**src/rtl/rv_rr_arbiter.sv**
```systemverilog
// Round-robin arbiter merging N_INPUTS ready/valid packet streams into one
// registered ready/valid output. A grant is held until the granted requester
// transfers its last beat; the next search starts just past the last winner.
module rv_rr_arbiter #(
    parameter int N_INPUTS   = 4,
    parameter int DATA_WIDTH = 8,
    parameter int ID_WIDTH   = $clog2(N_INPUTS)
) (
    input  logic                           clock,
    input  logic                           reset,
    input  logic [N_INPUTS*DATA_WIDTH-1:0] in_data,
    input  logic [N_INPUTS-1:0]            in_valid,
    input  logic [N_INPUTS-1:0]            in_last,
    output logic [N_INPUTS-1:0]            in_ready,
    output logic [DATA_WIDTH-1:0]          data,
    output logic                           data_valid,
    output logic                           data_last,
    output logic [ID_WIDTH-1:0]            data_id,
    input  logic                           data_ready
);

    typedef enum logic {IDLE = 1'b0, BUSY = 1'b1} state_e;

    state_e                  state_q, state_d;
    logic [ID_WIDTH-1:0]     grant_q, grant_d;
    logic [ID_WIDTH-1:0]     rr_ptr_q, rr_ptr_d;
    logic [DATA_WIDTH-1:0]   data_q, data_d;
    logic                    valid_q, valid_d;
    logic                    last_q, last_d;
    logic [ID_WIDTH-1:0]     id_q, id_d;

    logic [N_INPUTS-1:0][DATA_WIDTH-1:0] in_beat;
    logic                    out_free;
    logic                    in_xfer;
    logic                    found;
    logic [ID_WIDTH-1:0]     winner;
    logic [ID_WIDTH-1:0]     idx;

    assign in_beat  = in_data;
    // The output register can take a beat when empty or draining this cycle.
    assign out_free = !valid_q || data_ready;
    assign in_xfer  = |(in_valid & in_ready);

    assign data       = data_q;
    assign data_valid = valid_q;
    assign data_last  = last_q;
    assign data_id    = id_q;

    // Rotating priority search: first valid requester at or after rr_ptr.
    always_comb begin
        found  = 1'b0;
        winner = '0;
        idx    = '0;
        for (int k = 0; k < N_INPUTS; k++) begin
            idx = ID_WIDTH'((int'(rr_ptr_q) + k) % N_INPUTS);
            if (!found && in_valid[idx]) begin
                found  = 1'b1;
                winner = idx;
            end
        end
    end

    // Only the granted requester sees ready, and only while the output can accept.
    always_comb begin
        in_ready = '0;
        if (state_q == BUSY && reset)
            in_ready[grant_q] = out_free;
    end

    // Next-state for the grant FSM and the output register.
    always_comb begin
        state_d  = state_q;
        grant_d  = grant_q;
        rr_ptr_d = rr_ptr_q;
        data_d   = data_q;
        valid_d  = valid_q;
        last_d   = last_q;
        id_d     = id_q;

        case (state_q)
            IDLE: begin
                if (found) begin
                    grant_d = winner;
                    state_d = BUSY;
                end
            end
            BUSY: begin
                if (in_xfer && in_last[grant_q]) begin
                    state_d  = IDLE;
                    rr_ptr_d = (grant_q == ID_WIDTH'(N_INPUTS - 1)) ? '0 : grant_q + 1'b1;
                end
            end
            default: state_d = IDLE;
        endcase

        // A new beat overwrites a draining one; otherwise a drain empties the register.
        if (in_xfer) begin
            data_d  = in_beat[grant_q];
            last_d  = in_last[grant_q];
            id_d    = grant_q;
            valid_d = 1'b1;
        end else if (valid_q && data_ready) begin
            valid_d = 1'b0;
        end
    end

    // State and output registers with synchronous active-low reset.
    always_ff @(posedge clock) begin
        if (!reset) begin
            state_q  <= IDLE;
            grant_q  <= '0;
            rr_ptr_q <= '0;
            data_q   <= '0;
            valid_q  <= 1'b0;
            last_q   <= 1'b0;
            id_q     <= '0;
        end else begin
            state_q  <= state_d;
            grant_q  <= grant_d;
            rr_ptr_q <= rr_ptr_d;
            data_q   <= data_d;
            valid_q  <= valid_d;
            last_q   <= last_d;
            id_q     <= id_d;
        end
    end

endmodule

```
**config.mk**
```make
export PLATFORM = sky130hd
export DESIGN_NAME = rv_rr_arbiter
export DESIGN_NICKNAME = d
export VERILOG_FILES = /design/src/rtl/rv_rr_arbiter.sv
export SDC_FILE = /design/constraint.sdc
export NUM_CORES = 1
export LEC_CHECK = 0
export ABC_AREA = 1
export CORE_ASPECT_RATIO = 0.5
export CORE_MARGIN = 8
export CORE_UTILIZATION = 44
export CTS_CLUSTER_DIAMETER = 40
export DETAILED_ROUTE_END_ITERATION = 10
export GPL_TIMING_DRIVEN = 0
export PLACE_DENSITY_LB_ADDON = 0.15
export SETUP_SLACK_MARGIN = 0.2
export SYNTH_ARGS = -nofsm -noshare
export SYNTH_HDL_FRONTEND = slang
export SYNTH_SLANG_ARGS = --single-unit
```
**constraint.sdc**
```tcl
create_clock -name clock -period 3.5 [get_ports clock]
set_input_delay 1.05 -clock clock [delete_from_list [all_inputs] [get_ports clock]]
set_output_delay 1.05 -clock clock [all_outputs]
set_load 0.03 [all_outputs]
```
==> flow_summary_export.csv, run 1 <==
group,metric,value,unit
sta,period_share,0.926,
floorplan,num_rows,13,
routing,antenna_left,0,
sta,min_period,3.24,ns
cells_and_area,synthToLayoutAreaGrowth,52.6,%
sta,skew,0.00589,ns
synthesis,synth_area_leaders,"dfxtp_1, nor2_1, nand2_1",
floorplan,die_width,91.5,µm
synthesis,syn_area_per_cell,5.99,µm²
routing,drt_iter0_markers,77,
setup_path,crit_path_end_kind,"output pin",
clock_network,cts_tree,"done",
sta,maxSlewViolCount,0,
routing,drt-vias-per-instance,4.99,
synthesis,ys_seq_elements,17,
place,io_buffers,58,
clock_network,clock_sinks,17,
synthesis,synth_top_area_share,0.272,
pwr,p_leak,0.841,nW
pwr,total_power,750,µW
sta,holdWs,0.473,ns
cells_and_area,drive_above_1_share,0.129,
clock_network,postCtsHoldBufs,0,
routing,vias,1538,
synthesis,netlist_area,1250,µm²
clock_network,clkLatencyLatePin,0.26,ns
routing,drc,0,
setup_path,worst-setup-path-type,"in2out",
floorplan,initial_core_util,0.472,
setup_path,arrival,2.19,ns
clock_network,cts.path.max_buffers,2,
place,place_inst,304,
grt,antenna_found_initial,0,
floorplan,die_h,53.7,µm
synthesis,yosys_warnings,0,
routing,drt-total-wl,4070,µm
place,gp_congestion,0.741,
grt,grt_usage,0.169,
synthesis,ys.flop_type,"dfxtp_1",
setup_path,required,2.45,ns
cells_and_area,layout_commonest_cell,"clkdlybuf4s50_1",
grt,grt_pass1_vias,1497,
sta,fmax,309,MHz
outcome,outcome,"finished, final reports clean",
routing,wire_per_inst,13.2,µm
synthesis,synth_nets,256,
synthesis,synth_area_leader_cell,"dfxtp_1",
cells_and_area,final.fill_count,230,
cells_and_area,final_nets,319,
synthesis,ys_types,20,
floorplan,coreArea,2650,µm²
cells_and_area,fin_cells,308,
sta,slew_headroom,0.714,
synthesis,async_reset_ff_frac,0,
sta,worstMarginPinSlew,0.428,ns
sta,final-hold-violation-count,0,
run,drv_cap,0,
clock_network,cts_buffers,3,
cells_and_area,antenna_cells,0,
setup_path,path_max_fanout,5,
pwr,peakVddDrop,251,µV
setup_path,start_kind,"input port",
synthesis,synth_edf_count,0,
routing,drtPass1Iterations,4,
floorplan,io_pins,59,
synthesis,yosysSeqAreaShare,0.272,
grt,grt_first_pass_wirelength,6670,µm
place,place_ws,-0.131,ns
clock_network,clk_pin_slew,0.07,ns
floorplan,die_area,4910,µm²
grt,grt-ovfl-total,0,
grt,grt_max_degree,12,
synthesis,syn_inst,209,
sta,rsz0062_at_grt,"false",
sta,fin_ws,0.259,ns
cells_and_area,final_util,0.721,
place,dp_hpwl,3170,µm
hold_path,min_path_type,"reg2reg",
clock_network,cts_htree_levels,1,
cells_and_area,layout_common_cells,"clkdlybuf4s50_1, nor2_1, nand2_1",
pwr,p_per_area,392,nW/µm²
sta,setup_violations,0,
clock_network,cts-root-buf,"clkbuf_8",
-- cell usage after synthesis (2+ instances only) --
library cell / count
ha_1: 4
dfxtp_1: 17
o22ai_1: 8
nor2_1: 46
nand2_1: 45
nand2_2: 10
clkbuf_1: 3
inv_1: 11
a21oi_1: 8
buf_6: 2
o21ai_0: 25
o21ai_1: 8
buf_4: 2
buf_2: 2
inv_2: 6
nor2_2: 2
nand3_1: 7
-- power breakdown --
part | internal (mW) | total, mW | switching (mW)
registers | 0.217 | 0.234 | 0.0171
clock network | 0.0791 | 0.150 | 0.0706
logic | 0.154 | 0.367 | 0.212
total | 0.450 | 0.750 | 0.300
-- through the flow --
stage / area (µm²) / TNS [ns]
floorplan: 1250 / 0
global placement: 1880 / -0.506
global route: 1910 / 0
finish: 1910 / 0
CTS: 1930 / 0
detailed placement: 1880 / -0.474
-- per-layer routing --
layer  up-vias  wire (µm)  part of all wire  track usage
li1        799          -                 -            -
met1       697       1820              0.45        0.184
met2        40       1910              0.47        0.309
met3         2        332             0.082       0.0748
met4         0         11            0.0027       0.0322
met5         -          0                 0            0
-- sequential cells by signal, indices dropped and copies added (netlist names) --
name        flops
data            8
data_id         2
data_last       1
data_valid      1
grant_q         2
rr_ptr_q        2
state_q         1
-- critical path: stages --
cell	delay (ns)
clkdlybuf4s50_1	0.56
nand2_2	0.11
nor2_1	0.15
clkdlybuf4s15_2	0.32
-- cells by family (layout without fill, tap and decap cells) --
logic type,count (synthesis),count (layout),synth area share
DFF,17,17,0.272
and+or+nand+nor,113,113,0.387
AOI/OAI and AO/OA,49,49,0.204
buffers and inverters,26,88,0.0979
adders and majority gates,4,4,0.0400
-- path summary, 6_finish.rpt --
check,startpoint,to,slack (ns),depth (start not counted)
worst max-delay path,reset,in_ready[0],0.26,4
worst min-delay path,data[7],data[7],0.47,2
worst max register to register,grant_q[1],data[0],1.45,13
worst min register to register,data[7],data[7],0.47,2
-- timing repair --
| action | in CTS | in global routing |
|---|---|---|
| setup buffers | 0 | 0 |
| endpoints found under the setup margin | 4 | 3 |
| resized for setup | 12 | 6 |
-- area by class of cell --
| type | instances | area, µm² | share of cell area |
|---|---|---|---|
| inverter | 17 | 63.8 | 0.0334 |
| buffer | 9 | 58.8 | 0.0308 |
| sequential | 17 | 340 | 0.178 |
| multi-input combinational | 166 | 790 | 0.413 |
| clock inverter | 1 | 5.00 | 0.00262 |
| tap | 37 | 46.3 | 0.0242 |
| clock buffer | 3 | 41.3 | 0.0216 |
| timing repair buffer | 58 | 567 | 0.296 |
Note: power is estimated with default switching activity, not from simulation.
==> run 2: changes to the inputs <==
--- a/config.mk
+++ b/config.mk
@@ -14,6 +14,7 @@
 export GPL_TIMING_DRIVEN = 0
 export PLACE_DENSITY_LB_ADDON = 0.15
 export SETUP_SLACK_MARGIN = 0.2
+export SKIP_LAST_GASP = 1
 export SYNTH_ARGS = -nofsm -noshare
 export SYNTH_HDL_FRONTEND = slang
 export SYNTH_SLANG_ARGS = --single-unit
==> constraint.sdc (replaced) <==
create_clock -name clock -period 3.5 [get_ports clock]
set_input_delay 0.875 -clock clock [delete_from_list [all_inputs] [get_ports clock]]
set_output_delay 0.875 -clock clock [all_outputs]
set_load 0.03 [all_outputs]
==> run 2 against run 1 <==
Compared with the run above: flip-flop and latch count is the same; die area is the same; worst hold slack about the same; first-iteration DRC count is 2.6% higher; largest cell class unchanged; largest power group unchanged.
==> flow_summary_export.csv, run 2 (synthesized netlist as in run 1, its figures left out) <==
group,metric,value,unit
pwr,total_power,751,µW
grt,grt_first_pass_wirelength,6670,µm
cells_and_area,design_area,1940,µm²
cells_and_area,multi_input_area,790,µm²
sta,worstMarginPinSlew,0.429,ns
place,place_area,1880,µm²
routing,vias,1533,
cells_and_area,layout_commonest_cell,"clkdlybuf4s50_1",
sta,setup_violations,0,
clock_network,cts_buffers,3,
setup_path,path_max_fanout,5,
clock_network,cts-resized-gates,0,
routing,drt_iter0_markers,79,
setup_path,required,2.62,ns
hold_path,min_path_type,"reg2reg",
sta,fmax,341,MHz
cells_and_area,fin_cells,308,
outcome,outcome,"finished, final reports clean",
pwr,peakVddDrop,251,µV
grt,grt_pass1_vias,1497,
setup_path,r2r-start,"grant_q[1]",
setup_path,regToRegEndpoint,"data[0]",
grt,grt_usage,0.169,
setup_path,r2r_cells,13,
cells_and_area,register_area,340,µm²
sta,period_share,0.838,
cells_and_area,final.fill_count,226,
setup_path,crit_path_end_kind,"output pin",
floorplan,die_h,53.7,µm
floorplan,num_rows,13,
cells_and_area,antenna_cells,0,
hold_path,hold_path.startpoint,"data[7]",
sta,maxSlewViolCount,0,
clock_network,clk_pin_slew,0.07,ns
pwr,p_leak,0.905,nW
clock_network,cts.path.max_buffers,2,
cells_and_area,layout_common_cells,"clkdlybuf4s50_1, nor2_1, nand2_1",
grt,grt_max_degree,12,
pwr,p_per_area,388,nW/µm²
routing,drtPass1Iterations,4,
place,gp_congestion,0.741,
routing,wire_per_inst,13.3,µm
clock_network,cts_htree_levels,1,
cells_and_area,drive_above_1_share,0.114,
hold_path,hold_end,"data[7]",
sta,skew,0.00609,ns
floorplan,initial_core_util,0.472,
cells_and_area,synthToLayoutAreaGrowth,54.5,%
clock_network,postCtsHoldBufs,0,
cells_and_area,largest_reg_flops,8,
cells_and_area,final_nets,319,
floorplan,io_pins,59,
setup_path,reg2reg_slack,1.44,ns
sta,min_period,2.93,ns
sta,rsz0062_at_grt,"false",
floorplan,die_width,91.5,µm
place,dp_hpwl,3170,µm
sta,finalSetupTns,0,ns
grt,grt-ovfl-total,0,
clock_network,cts_tree,"done",
floorplan,die_area,4910,µm²
routing,antenna_left,0,
setup_path,arrival,2.06,ns
grt,antenna_found_initial,0,
sta,slew_headroom,0.714,
cells_and_area,final_util,0.730,
clock_network,clock_sinks,17,
routing,drc,0,
run,drv_cap,0,
hold_path,hold_path_depth,2,
setup_path,start_kind,"input port",
floorplan,coreArea,2650,µm²
routing,drt-total-wl,4090,µm
routing,drt-vias-per-instance,4.98,
setup_path,worst-setup-path-type,"in2out",
clock_network,cts-root-buf,"clkbuf_8",
clock_network,postCtsSetupRepairBufs,0,
place,place_inst,304,
place,io_buffers,58,
clock_network,clkLatencyLatePin,0.26,ns
sta,final-hold-violation-count,0,
-- run 2: cell types whose count changed in the layout (fill, tap and decap cells not counted), sizes merged --
cell	previous run	this run
clkdlybuf4s15	1	0
buf	9	6
dlymetal6s2s	0	4
-- run 2: area by class of cell --
type                            instances  area share
Timing Repair Buffer                   58       0.305
Tap cell                               37      0.0239
Clock buffer                            3      0.0213
Inverter                               17      0.0330
Sequential cell                        17       0.176
Buffer                                  9      0.0304
Clock inverter                          1     0.00259
Multi-Input combinational cell        166       0.408
-- run 2: metrics by stage --
step           worst slack [ns]  hold WS (ns)
6_report                  0.569         0.472
5_1_grt                   0.489         0.493
4_1_cts                   0.209         0.472
3_5_place_dp              0.219         0.461
3_3_place_gp              0.215         0.451
2_1_floorplan              1.13         0.503
-- run 2: worst max path at each step --
stage / start / end / slack [ns]
final: reset / in_ready[3] / 0.57
after detailed placement: data_ready / in_ready[3] / 0.22
after global placement: reset / in_ready[3] / 0.22
after floorplan: data_ready / in_ready[0] / 1.13
after global routing: data_ready / in_ready[3] / 0.49
after CTS: data_ready / in_ready[3] / 0.21
-- run 2: routing by layer --
layer,share of wire,up-vias,GRT usage
li1,-,798,-
met1,0.45,696,0.184
met2,0.47,37,0.309
met3,0.080,2,0.0748
met4,0.0027,0,0.0322
met5,0,-,0
-- run 2: worst max-delay path: stages --
cell and delay [ns]:
clkdlybuf4s50_1 0.56, nand2_2 0.11, nor2_1 0.19, dlymetal6s2s_1 0.32
-- run 2: where the power goes --
group / total, mW / internal [mW] / switching, mW
logic: 0.368 / 0.156 / 0.212
registers: 0.234 / 0.217 / 0.0171
clock network: 0.150 / 0.0791 / 0.0704
total: 0.751 / 0.452 / 0.300
==> run 3: changes to the inputs <==
--- a/config.mk
+++ b/config.mk
@@ -8,7 +8,7 @@
 export ABC_AREA = 1
 export CORE_ASPECT_RATIO = 0.5
 export CORE_MARGIN = 8
-export CORE_UTILIZATION = 44
+export CORE_UTILIZATION = 41
 export CTS_CLUSTER_DIAMETER = 40
 export DETAILED_ROUTE_END_ITERATION = 10
 export GPL_TIMING_DRIVEN = 0
==> constraint.sdc (replaced) <==
create_clock -name clock -period 2.9 [get_ports clock]
set_input_delay 0.725 -clock clock [delete_from_list [all_inputs] [get_ports clock]]
set_output_delay 0.725 -clock clock [all_outputs]
set_load 0.03 [all_outputs]
==> run 3 against run 2 <==
Compared with the run above: via count is 2.3% lower; clock skew is 0.0042 ns lower; final area is 1.4% lower; non-clock buffer count stayed put; cell count is 0.97% higher; total power is 20% higher; combinational power is 19% higher; register-to-register slack worse by 0.44 ns; clock-buffer cell count is 1 higher; global-route usage is 0.54 points lower; die area is 5.6% higher; critical endpoint is now in_ready[1]; largest power group unchanged.
==> flow_summary_export.csv, run 3 (synthesized netlist as in run 1, its figures left out) <==
group,metric,value,unit
sta,maxSlewViolCount,0,
outcome,outcome,"finished, final reports clean",
setup_path,worst-setup-path-type,"in2out",
setup_path,max_stage_delay,0.56,ns
floorplan,die_h,55.1,µm
cells_and_area,layout_common_cells,"clkdlybuf4s50_1, nor2_1, nand2_1",
setup_path,required,2.17,ns
place,gp_congestion,0.771,
cells_and_area,final_nets,319,
clock_network,clkLatencyLatePin,0.25,ns
clock_network,cts_buffers,3,
grt,grt_first_pass_wirelength,6680,µm
run,drv_cap,0,
cells_and_area,largest_reg_flops,8,
setup_path,path_max_fanout,5,
grt,grt_max_degree,12,
floorplan,initial_core_util,0.423,
cells_and_area,layout_commonest_cell,"clkdlybuf4s50_1",
clock_network,clk_pin_slew,0.07,ns
sta,setup_violations,0,
place,dp_hpwl,3160,µm
sta,skew,0.00193,ns
clock_network,cts.path.max_buffers,2,
sta,worstMarginPinSlew,0.391,ns
routing,drt-vias-per-instance,4.81,
routing,wire_per_inst,12.6,µm
setup_path,regToRegEndpoint,"data[7]",
clock_network,clock_sinks,17,
floorplan,num_rows,14,
hold_path,hold_path.startpoint,"data_last",
pwr,peakVddDrop,250,µV
clock_network,cts_tree,"done",
sta,fin_ws,0.390,ns
grt,antenna_found_initial,0,
sta,slew_headroom,0.739,
setup_path,r2r_cells,13,
setup_path,crit_path_end_kind,"output pin",
pwr,total_power,900,µW
grt,grt-ovfl-total,0,
sta,final-hold-violation-count,0,
cells_and_area,final_util,0.645,
sta,min_period,2.51,ns
place,place_ws,-0.0779,ns
cells_and_area,antenna_cells,0,
setup_path,crit_path_top_delay_cell,"clkdlybuf4s50_1",
cells_and_area,synthToLayoutAreaGrowth,52.4,%
floorplan,die_width,94.2,µm
clock_network,cts-root-buf,"clkbuf_8",
pwr,p_per_area,471,nW/µm²
routing,vias,1497,
setup_path,start_kind,"input port",
place,place_inst,307,
floorplan,coreArea,2960,µm²
setup_path,r2r-start,"grant_q[1]",
floorplan,io_pins,59,
sta,period_share,0.866,
clock_network,cts_htree_levels,1,
grt,grt_usage,0.164,
sta,fmax,398,MHz
pwr,p_leak,0.839,nW
routing,drt_iter0_markers,83,
cells_and_area,drive_above_1_share,0.129,
routing,drtPass1Iterations,4,
routing,drt-total-wl,3920,µm
floorplan,die_area,5190,µm²
hold_path,hold_path_depth,2,
setup_path,arrival,1.79,ns
clock_network,postCtsHoldBufs,0,
grt,grt_pass1_vias,1535,
hold_path,hold_end,"data_last",
setup_path,reg2reg_slack,1.00,ns
cells_and_area,fin_cells,311,
hold_path,min_path_type,"reg2reg",
sta,rsz0062_at_grt,"false",
routing,drc,0,
setup_path,cp_cell_sequence,"clkdlybuf4s50_1, nand2_2, nor2_1, clkbuf_2",
place,io_buffers,58,
routing,antenna_left,0,
[run 3: changes by cell type in the layout (fill, tap and decap cells not counted)]
cell,change
clkinv_2,-1
dlymetal6s2s_1,-4
clkbuf_2,+5
[run 3: timing repair]
action,4_1_cts,5_1_grt
resized for setup,5,8
setup buffers,0,0
setup endpoints to repair,4,4
gates cloned,0,0
[run 3: final cells by class]
class                   instances  area, µm²
plain buffers                   9       60.1
clock buffers                   4       45.0
fillers                       299       1050
inverters                      17       63.8
multi-input cells             166        790
flip-flops and latches         17        340
well taps                      40       50.0
repair buffers                 58        561
[run 3: power breakdown]
| group | leakage (nW) | switching, mW | internal, mW |
|---|---|---|---|
| Sequential | 0.139 | 0.0197 | 0.262 |
| Clock | 0.0228 | 0.0823 | 0.0976 |
| Combinational | 0.678 | 0.253 | 0.185 |
[run 3: stage by stage]
step	setup TNS [ns]	cell area [µm²]	hold slack, ns
after floorplan	0	1250	0.503
after global placement	-0.259	1880	0.448
after detailed placement	-0.262	1880	0.454
after CTS	0	1920	0.464
after global routing	0	1910	0.481
final	0	1910	0.462
[run 3: metal layers]
| layer | global-route usage | share of wire |
|---|---|---|
| met2 | 0.300 | 0.47 |
| met1 | 0.181 | 0.45 |
| met3 | 0.0633 | 0.068 |
| met4 | 0.0364 | 0.0054 |
| met5 | 0 | 0 |
[run 3: worst max path at each step]
stage | from | to | slack [ns] | cells past startpoint
after global placement | reset | in_ready[1] | -0.08 | 4
after floorplan | data_ready | in_ready[0] | 0.83 | 4
final | reset | in_ready[1] | 0.39 | 4
after CTS | data_ready | in_ready[0] | 0.20 | 6
after global routing | data_ready | in_ready[2] | 0.25 | 6
after detailed placement | data_ready | in_ready[0] | -0.08 | 6
[run 3: worst max-delay path: cells and delay by family]
kind                   cells  cell delay [ns]
buffers and inverters      2             0.79
and+or+nand+nor            2             0.26
